**src/rtl/cp0_issue_queue_if.sv**
```systemverilog
// Handshake bundle for the CP0 issue queue: decode-side enqueue, writeback broadcast,
// and the issued-request channel toward CP0.
interface cp0_issue_queue_if #(
  parameter int unsigned DATA_W = 32,
  parameter int unsigned ADDR_W = 8,
  parameter int unsigned TAG_W  = 6
) ();
  logic              enq_valid;
  logic              enq_ready;
  logic              enq_read;
  logic              enq_write;
  logic [ADDR_W-1:0] enq_addr;
  logic              enq_is_ref;
  logic [DATA_W-1:0] enq_data;
  logic [TAG_W-1:0]  enq_dst;

  logic              wb_valid;
  logic [TAG_W-1:0]  wb_tag;
  logic [DATA_W-1:0] wb_data;

  logic              cp0_valid;
  logic              cp0_ready;
  logic              cp0_read;
  logic              cp0_write;
  logic [ADDR_W-1:0] cp0_addr;
  logic [DATA_W-1:0] cp0_wdata;
  logic [TAG_W-1:0]  cp0_dst;

  modport master (
    output enq_valid, enq_read, enq_write, enq_addr, enq_is_ref, enq_data, enq_dst,
    output wb_valid, wb_tag, wb_data, cp0_ready,
    input  enq_ready, cp0_valid, cp0_read, cp0_write, cp0_addr, cp0_wdata, cp0_dst
  );

  modport slave (
    input  enq_valid, enq_read, enq_write, enq_addr, enq_is_ref, enq_data, enq_dst,
    input  wb_valid, wb_tag, wb_data, cp0_ready,
    output enq_ready, cp0_valid, cp0_read, cp0_write, cp0_addr, cp0_wdata, cp0_dst
  );
endinterface

```
**src/rtl/cp0_issue_queue.sv**
```systemverilog
// In-order CP0 request queue: MTC0 sources may wait on a rename tag, captured from the
// writeback broadcast; the head issues only once its operand is present.
module cp0_issue_queue #(
  parameter int unsigned DEPTH  = 4,
  parameter int unsigned DATA_W = 32,
  parameter int unsigned ADDR_W = 8,
  parameter int unsigned TAG_W  = 6
) (
  input  logic                         clk_i,
  input  logic                         rst_ni,
  input  logic                         flush_i,
  cp0_issue_queue_if.slave             bus_io,
  output logic [$clog2(DEPTH+1)-1:0]   count_o
);
  localparam int unsigned PtrW = $clog2(DEPTH);
  localparam int unsigned CntW = $clog2(DEPTH + 1);

  logic [PtrW-1:0]   head_q, head_d, tail_q, tail_d;
  logic [CntW-1:0]   count_q, count_d;
  logic [DEPTH-1:0]  valid_q, valid_d, pend_q, pend_d;
  logic [DEPTH-1:0]  rd_q, wr_q, wake;
  logic [ADDR_W-1:0] addr_q [DEPTH];
  logic [TAG_W-1:0]  dst_q  [DEPTH];
  logic [DATA_W-1:0] data_q [DEPTH];

  logic              push, pop, bypass, issue, new_pend;
  logic [DATA_W-1:0] new_data;
  logic [TAG_W-1:0]  new_dst;

  always_comb begin
    bus_io.enq_ready = (count_q < CntW'(DEPTH));
    // A handshake with both or neither op bit is consumed but never stored.
    push   = bus_io.enq_valid & bus_io.enq_ready & ~flush_i &
             (bus_io.enq_read ^ bus_io.enq_write);
    bypass = bus_io.wb_valid & (bus_io.wb_tag == bus_io.enq_data[TAG_W-1:0]);
    issue  = (count_q != '0) & ~pend_q[head_q];
    pop    = issue & bus_io.cp0_ready & ~flush_i;

    new_pend = bus_io.enq_write & bus_io.enq_is_ref & ~bypass;
    new_dst  = bus_io.enq_read ? bus_io.enq_dst : '0;
    new_data = '0;
    if (bus_io.enq_write) begin
      if (!bus_io.enq_is_ref)  new_data = bus_io.enq_data;
      else if (bypass)         new_data = bus_io.wb_data;
      else                     new_data = DATA_W'(bus_io.enq_data[TAG_W-1:0]);
    end

    for (int unsigned i = 0; i < DEPTH; i++) begin
      wake[i] = bus_io.wb_valid & valid_q[i] & pend_q[i] &
                (data_q[i][TAG_W-1:0] == bus_io.wb_tag);
    end
  end

  always_comb begin
    head_d  = head_q;
    tail_d  = tail_q;
    count_d = count_q + CntW'(push) - CntW'(pop);
    valid_d = valid_q;
    pend_d  = pend_q & ~wake;
    if (pop) begin
      valid_d[head_q] = 1'b0;
      head_d          = head_q + PtrW'(1);
    end
    if (push) begin
      valid_d[tail_q] = 1'b1;
      pend_d[tail_q]  = new_pend;
      tail_d          = tail_q + PtrW'(1);
    end
    if (flush_i) begin
      head_d  = '0;
      tail_d  = '0;
      count_d = '0;
      valid_d = '0;
      pend_d  = '0;
    end
  end

  always_ff @(posedge clk_i or negedge rst_ni) begin
    if (!rst_ni) begin
      head_q  <= '0;
      tail_q  <= '0;
      count_q <= '0;
      valid_q <= '0;
      pend_q  <= '0;
    end else begin
      head_q  <= head_d;
      tail_q  <= tail_d;
      count_q <= count_d;
      valid_q <= valid_d;
      pend_q  <= pend_d;
    end
  end

  // Payload storage needs no reset: valid_q/pend_q gate every use of it.
  always_ff @(posedge clk_i) begin
    for (int unsigned i = 0; i < DEPTH; i++) begin
      if (push && tail_q == PtrW'(i)) begin
        rd_q[i]   <= bus_io.enq_read;
        wr_q[i]   <= bus_io.enq_write;
        addr_q[i] <= bus_io.enq_addr;
        dst_q[i]  <= new_dst;
        data_q[i] <= new_data;
      end else if (wake[i] && !flush_i) begin
        data_q[i] <= bus_io.wb_data;
      end
    end
  end

  always_comb begin
    bus_io.cp0_valid = issue;
    bus_io.cp0_read  = issue & rd_q[head_q];
    bus_io.cp0_write = issue & wr_q[head_q];
    bus_io.cp0_addr  = issue ? addr_q[head_q] : '0;
    bus_io.cp0_wdata = issue ? data_q[head_q] : '0;
    bus_io.cp0_dst   = issue ? dst_q[head_q]  : '0;
    count_o          = count_q;
  end
endmodule
```
**src/flat_wrapper.sv**
```systemverilog
// flat-port wrapper written by rule: the top's interface ports become plain ports
module cp0_issue_queue_flat 
#(
  parameter int unsigned DEPTH  = 4,
  parameter int unsigned DATA_W = 32,
  parameter int unsigned ADDR_W = 8,
  parameter int unsigned TAG_W  = 6
)
  (clk_i, rst_ni, flush_i, count_o, bus_io_enq_valid, bus_io_enq_read, bus_io_enq_write, bus_io_enq_addr, bus_io_enq_is_ref, bus_io_enq_data, bus_io_enq_dst, bus_io_wb_valid, bus_io_wb_tag, bus_io_wb_data, bus_io_cp0_ready, bus_io_enq_ready, bus_io_cp0_valid, bus_io_cp0_read, bus_io_cp0_write, bus_io_cp0_addr, bus_io_cp0_wdata, bus_io_cp0_dst);
  cp0_issue_queue_if #(.DATA_W(DATA_W), .ADDR_W(ADDR_W), .TAG_W(TAG_W)) bus_io_i ();
  input  logic clk_i;
  input  logic rst_ni;
  input  logic flush_i;
  output logic [$clog2(DEPTH+1)-1:0] count_o;
  input wire logic [$bits(bus_io_i.enq_valid)-1:0] bus_io_enq_valid;
  input wire logic [$bits(bus_io_i.enq_read)-1:0] bus_io_enq_read;
  input wire logic [$bits(bus_io_i.enq_write)-1:0] bus_io_enq_write;
  input wire logic [$bits(bus_io_i.enq_addr)-1:0] bus_io_enq_addr;
  input wire logic [$bits(bus_io_i.enq_is_ref)-1:0] bus_io_enq_is_ref;
  input wire logic [$bits(bus_io_i.enq_data)-1:0] bus_io_enq_data;
  input wire logic [$bits(bus_io_i.enq_dst)-1:0] bus_io_enq_dst;
  input wire logic [$bits(bus_io_i.wb_valid)-1:0] bus_io_wb_valid;
  input wire logic [$bits(bus_io_i.wb_tag)-1:0] bus_io_wb_tag;
  input wire logic [$bits(bus_io_i.wb_data)-1:0] bus_io_wb_data;
  input wire logic [$bits(bus_io_i.cp0_ready)-1:0] bus_io_cp0_ready;
  output wire logic [$bits(bus_io_i.enq_ready)-1:0] bus_io_enq_ready;
  output wire logic [$bits(bus_io_i.cp0_valid)-1:0] bus_io_cp0_valid;
  output wire logic [$bits(bus_io_i.cp0_read)-1:0] bus_io_cp0_read;
  output wire logic [$bits(bus_io_i.cp0_write)-1:0] bus_io_cp0_write;
  output wire logic [$bits(bus_io_i.cp0_addr)-1:0] bus_io_cp0_addr;
  output wire logic [$bits(bus_io_i.cp0_wdata)-1:0] bus_io_cp0_wdata;
  output wire logic [$bits(bus_io_i.cp0_dst)-1:0] bus_io_cp0_dst;
  assign bus_io_i.enq_valid = bus_io_enq_valid;
  assign bus_io_i.enq_read = bus_io_enq_read;
  assign bus_io_i.enq_write = bus_io_enq_write;
  assign bus_io_i.enq_addr = bus_io_enq_addr;
  assign bus_io_i.enq_is_ref = bus_io_enq_is_ref;
  assign bus_io_i.enq_data = bus_io_enq_data;
  assign bus_io_i.enq_dst = bus_io_enq_dst;
  assign bus_io_i.wb_valid = bus_io_wb_valid;
  assign bus_io_i.wb_tag = bus_io_wb_tag;
  assign bus_io_i.wb_data = bus_io_wb_data;
  assign bus_io_i.cp0_ready = bus_io_cp0_ready;
  assign bus_io_enq_ready = bus_io_i.enq_ready;
  assign bus_io_cp0_valid = bus_io_i.cp0_valid;
  assign bus_io_cp0_read = bus_io_i.cp0_read;
  assign bus_io_cp0_write = bus_io_i.cp0_write;
  assign bus_io_cp0_addr = bus_io_i.cp0_addr;
  assign bus_io_cp0_wdata = bus_io_i.cp0_wdata;
  assign bus_io_cp0_dst = bus_io_i.cp0_dst;
  cp0_issue_queue #(.DEPTH(DEPTH), .DATA_W(DATA_W), .ADDR_W(ADDR_W), .TAG_W(TAG_W)) u_core (.clk_i(clk_i), .rst_ni(rst_ni), .flush_i(flush_i), .bus_io(bus_io_i), .count_o(count_o));
endmodule
```
**config.mk**
```make
export PLATFORM = sky130hd
export DESIGN_NAME = cp0_issue_queue_flat
export DESIGN_NICKNAME = d
export VERILOG_FILES = /design/src/rtl/cp0_issue_queue_if.sv /design/src/rtl/cp0_issue_queue.sv /design/src/flat_wrapper.sv
export SDC_FILE = /design/constraint.sdc
export NUM_CORES = 1
export LEC_CHECK = 0
export BUFFER_PORTS_ARGS = -buffer_cell sky130_fd_sc_hd__clkbuf_2
export CAP_MARGIN = 10
export CORE_ASPECT_RATIO = 0.8
export CORE_MARGIN = 10
export CORE_UTILIZATION = 30
export DETAILED_ROUTE_END_ITERATION = 7
export GPL_TIMING_DRIVEN = 0
export SLEW_MARGIN = 20
export SYNTH_ARGS = -nofsm -noshare
export SYNTH_HDL_FRONTEND = slang
export SYNTH_SLANG_ARGS = --single-unit
```
**constraint.sdc**
```tcl
create_clock -name clk_i -period 3.2 [get_ports clk_i]
set_input_delay 0.32 -clock clk_i [delete_from_list [all_inputs] [get_ports clk_i]]
set_output_delay 0.32 -clock clk_i [all_outputs]
set_load 0.005 [all_outputs]
```
-- After elaboration in Yosys (flattened, before gate mapping)
Memory sizes are Yosys's and may differ from the RTL's.
Index checks and enable logic that the tools add are counted.
- add/subtract/negate cells: 4
- order comparisons: 5
- eq/ne operators: 8
- muxes and demuxes: 70
- bitwise logic cells: 36
- reductions and logical operators: 21
- operator list (operator ; count):
    32-bit two-way mux ; 8
    8-bit two-way mux ; 4
    1-bit two-way mux ; 31
    6-bit equality test ; 5
    6-bit two-way mux ; 5
    8-bit OR reduction ; 3
    1-bit bitwise AND ; 23
    2-bit two-way mux ; 10
    4-bit two-way mux ; 5
    6-bit OR reduction ; 3
    1-bit logical AND ; 10
    4-bit bitwise AND ; 2
    4-bit NOT ; 2
    1-bit binary-select mux with 2-bit select ; 3
    2-bit by 3-bit less-than comparator with 1-bit output, second input constant ; 2
    2-bit by 1-bit adder with 2-bit output, second input constant ; 2
    4-bit bitwise mux ; 1
    1-bit demux with 2-bit select ; 2
    2-bit equality test, second input constant ; 2
    2-bit by 1-bit >= comparator with 1-bit output, second input constant ; 2
    1-bit bitwise OR ; 4
    4-bit bitwise OR ; 1
    2-bit nonzero test ; 2
    3-bit by 1-bit adder with 3-bit output ; 1
    9 further kinds ; 11
- register bits: 23
- bits in writable memories: 184
- bits of input ports: 93
- logic and storage cells: 160
- memories: 3
- memories (name ; depth ; bits a word ; read ports ; clocked after memory_dff ; wr ports ; RTL line ; source):
    u_core.data_q ; 4 ; 32 ; 5 ; 0 ; 4 ; cp0_issue_queue.sv:24 ; logic [DATA_W-1:0] data_q [DEPTH];
    u_core.addr_q ; 4 ; 8 ; 1 ; 0 ; 1 ; cp0_issue_queue.sv:22 ; logic [ADDR_W-1:0] addr_q [DEPTH];
    u_core.dst_q ; 4 ; 6 ; 1 ; 0 ; 1 ; cp0_issue_queue.sv:23 ; logic [TAG_W-1:0] dst_q [DEPTH];

-- Logic depth before layout (Yosys ltp)
- depth in word-level cells: 11
- gate-level depth with buffers: 13

-- Worst setup path before layout
Ideal clock, no wire load.
- kind: register -> register
- start: register u_core.head_q[0]
- end: register u_core.count_q[2] (netlist: u_core.count_o[2])
- arrival: 2.713 ns
- required time: 3.068 ns
- slack: 0.356 ns
- cell stages (with the launch flop): 14
- path buffers: 1
- cell sequence: dfrtp_1 clkbuf_1 mux4_2 nor2_1 nand2_1 nor2_1 ha_1 inv_1 ha_1 inv_1 fa_1 xor2_1 xnor2_1 nor2_1
- word-level cells in the longest chain between the ends: 8
- ends and longest elaborated chain (element ; RTL line ; source):
    start, declared ; cp0_issue_queue.sv:18 ; logic [PtrW-1:0] head_q, head_d, tail_q, tail_d;
    start signal, assigned ; cp0_issue_queue.sv:80 ; head_q <= '0;
    start signal, assigned ; cp0_issue_queue.sv:86 ; head_q <= head_d;
    1-bit binary-select mux with 2-bit select ; cp0_issue_queue.sv:36 ; issue = (count_q != '0) & ~pend_q[head_q];
    1-bit two-way mux (implied by the code) ; cp0_issue_queue.sv:36 ;
    1-bit NOT ; cp0_issue_queue.sv:36 ;
    1-bit bitwise AND ; cp0_issue_queue.sv:36 ;
    1-bit bitwise AND (2 in series) ; cp0_issue_queue.sv:37 ; pop = issue & bus_io.cp0_ready & ~flush_i;
    3-bit by 1-bit subtractor with 3-bit output ; cp0_issue_queue.sv:57 ; count_d = count_q + CntW'(push) - CntW'(pop);
    3-bit two-way mux ; cp0_issue_queue.sv:69 ; if (flush_i) begin
    net u_core.count_d[2] ; cp0_issue_queue.sv:19 ; logic [CntW-1:0] count_q, count_d;
    end signal, assigned ; cp0_issue_queue.sv:88 ; count_q <= count_d;
    end, declared ; cp0_issue_queue.sv:19 ;
The timed path passes the listed nets, and every way through them passes these cells. The select of a mux whose other input is x is not followed.
A chain may end at the register's enable or synchronous reset.

==> impl_results.md <==
* Post-Syn Area at 10390 um^2
* Max Slew Vio Count at 0
* Most common flop cell mapped by yosys: edfxtp_1
* Post-Syn Nets at 781
* Share of cells above drive strength 1 at 35.68%
* Hold Vio Cnt, Final at 0
* Final worst path period need at 2.984 ns
* Worst slack, placed at -0.3485 ns
* Multi-input gate area at 3861 um^2
* Gr usage total at 13.67%
* Share of the clock period used by the worst path after layout at 93.26%
* Die height at 186.4 um
* Core area at 33930 um^2
* Overall Power at 7.804 mW
* Post-synthesis register bit count at 207
* Crit path kind: reg2reg
* Yosys cell types at 46
* Grt ovf at 0
* CP Cell Sequence: nor2_1 -> nand3_1 -> inv_1 -> nand2_1 -> clkinvlp_4 -> o21ai_1 -> buf_2 -> o2bb2ai_1
* Number of global-route vias before repair at 7232
* Sequential area share after synthesis at 59.12%
* Pwr per Cell Area at 617.8 nW/um^2
* Synth Instances at 677
* Worst skew pair latency at 0.53 ns
* DR vias at 6696
* Vias per cell at 5.031
* Critical path arrival at 3.33 ns
* Critical path fanouts, max at 20
* Post-Route Utilization at 37.23%
* Status: finished clean
* CP Launch Type: register
* CP max stage cell: o21ai_1
* Slew HR at 34.07%
* Clock Skews at 0.01635 ns
* Dpl hpwl at 21040 um
* Antenna violations before repair at 1
* Setup violations, final at 0
* Fmax at 0.3351 GHz
* Die area at 42510 um^2
* Async S/R FF share, synth at 7.246%
* Worst vdd ir at 0.3042 mV
* Worst-path clk slew at 0.06 ns
* Sink Count at 207
* Critical Path RT at 3.55 ns
* Filler-free cell count of the finished design at 1331
* PortBufs at 138
* Wire per inst at 22.54 um
* Fin nets at 952
* Initial Util at 30.61%
* CTS tree: yes
* CTS Buf Count at 25
* Post-route setup slack at 0.2158 ns
* Worst hold path class: in2reg
* Max-Cap Viols at 0
* Yosys warnings at 0
* Inst Count DP at 1284
* Row cnt at 60
* Routability-driven placement congestion ratio at 0.7740
* RSZ-0062 raised after global routing: no
* First-pass GRT wire length at 45420 um
* Ant. Diodes at 0
* Largest net degree at the start of global routing at 23
* Register area at 6142 um^2
* Initial DRT Pass Iterations at 5
* Overall routed net length at 30000 um
* Area Growth Syn to Fin at 21.61%
* H-Tree Level Count at 1
* First DRT Iteration DRCs at 550
* Clock buffer depth at 3
* Setup TNS Final at 0 ns
* Clock root buffer: clkbuf_16
* EDFF count, synth at 192
* Drc violations at 0
* Crit path largest cell delay at 0.78 ns
* Fillers at 3317
* Reg2reg setup slack at 0.22 ns
* Critical Path Sink Type: register
* Worst Tran Pin Value at 0.9853 ns
* Final ANT Viol Nets at 0
* Die W at 228.0 um
* Leakage at 4.427 nW
* Mean Syn Cell Area at 15.34 um^2
* I/O Pins at 146
-- area by class of cell --
type,instances,area share (%)
clock inverter,19,1.466
clock buffer,26,4.982
timing repair buffer,146,6.478
multi-input combinational,398,30.57
buffer,50,2.655
tap,465,4.606
inverter,20,0.6240
sequential,207,48.62
-- per-stage QoR --
step / area (um^2) / hold slack (ns)
6_report: 12630 / 0.02708
3_5_place_dp: 11760 / 0.2678
5_1_grt: 12630 / 0.01742
2_1_floorplan: 10390 / 0.02441
4_1_cts: 12610 / 0.0007036
3_3_place_gp: 11660 / 0.2582
-- critical path: cells and delay by family (launching register included) --
family,cells,cell delay [ns]
buffers and inverters,3,0.94
AND/OR/NAND/NOR,3,0.42
AO/OA/AOI/OAI,2,0.96
flip-flops,1,0.49
-- worst paths after layout --
kind,from,to,cells after the start
max,u_core.count_o[2]$_DFF_PN0_,u_core.data_q[0][19]$_DFFE_PP_,8
min,bus_io_enq_addr[1],u_core.addr_q[3][1]$_DFFE_PP_,1
max reg2reg,u_core.count_o[2]$_DFF_PN0_,u_core.data_q[0][19]$_DFFE_PP_,8
min reg2reg,u_core.valid_q[2]$_DFF_PN0_,u_core.valid_q[2]$_DFF_PN0_,2
max in group asynchronous,rst_ni,u_core.head_q[0]$_DFFE_PN0P_,2
min in group asynchronous,rst_ni,u_core.valid_q[0]$_DFF_PN0_,2
-- registers in the layout (all words and copies together), names as in the netlist --
| register | count |
|---|---|
| u_core.data_q | 128 |
| u_core.addr_q | 32 |
| u_core.dst_q | 24 |
| u_core.pend_q | 4 |
| u_core.rd_q | 4 |
| u_core.valid_q | 4 |
| u_core.wr_q | 4 |
| u_core.count_o | 3 |
| u_core.head_q | 2 |
| u_core.tail_q | 2 |
-- timing repair --
action                                 in CTS  in global routing
buffers inserted                            0                  0
hold buffers                                4                  0
endpoints found under the hold margin      25                  0
setup endpoints to repair                  50                 31
gates cloned                                0                  0
gates resized for setup                     7                  8
-- layer usage --
layer / vias to the layer above / GRT usage (%) / share of wire, %
li1: 3026 / - / -
met1: 3389 / 18.97 / 46
met2: 239 / 21.23 / 46
met3: 40 / 3.256 / 6.4
met4: 2 / 3.020 / 1.7
met5: - / 0 / 0.063
-- layout by cell type (no fill, tap or decap), types with 12 or more instances in the layout --
cell type  netlist  routed
xor2_1          12      12
mux4_2          49      49
clkbuf_1        19      12
nor2_1          16      14
inv_1           20      19
clkbuf_2         0     143
edfxtp_1       192     192
nand2_1         49      44
and2_1          54      54
buf_2           20      20
o2bb2ai_2       30      30
dfrtp_1         15      14
xnor2_1         21      21
clkbuf_16        0      25
o2bb2ai_1       98      98
-- kinds of logic (layout without fill, tap and decap cells) --
group | Yosys count | in the layout | synth area share [%]
buffers and inverters | 72 | 261 | 3.927
DFF | 207 | 207 | 59.12
adders and majority gates | 11 | 11 | 1.397
muxes | 50 | 50 | 10.72
xor gates and xnor gates | 35 | 35 | 3.204
and+or+nand+nor | 152 | 152 | 7.793
AOI/OAI and AO/OA | 150 | 150 | 13.84
-- cell usage after synthesis, types with 7 or more instances --
| master | count | area share [%] |
|---|---|---|
| ha_1 | 10 | 1.2 |
| xnor2_1 | 21 | 1.8 |
| and2_1 | 54 | 3.3 |
| o2bb2ai_1 | 98 | 8.3 |
| dfrtp_1 | 15 | 3.6 |
| mux4_2 | 49 | 11 |
| inv_1 | 20 | 0.72 |
| edfxtp_1 | 192 | 56 |
| buf_2 | 20 | 0.96 |
| nand2_1 | 49 | 1.8 |
| nor2_1 | 16 | 0.58 |
| xor2_1 | 12 | 1.0 |
| o2bb2ai_2 | 30 | 4.3 |
| clkbuf_1 | 19 | 0.69 |
| a21oi_1 | 7 | 0.34 |
-- report_power, final --
group / total (mW) / leakage [nW] / switching, mW / internal, mW
Sequential: 3.11 / 1.97 / 0.0621 / 3.05
Clock: 2.82 / 0.396 / 1.14 / 1.68
Combinational: 1.87 / 2.06 / 0.990 / 0.884
Total: 7.80 / 4.43 / 2.19 / 5.61
No activity file was read; power rests on OpenSTA's default activity.
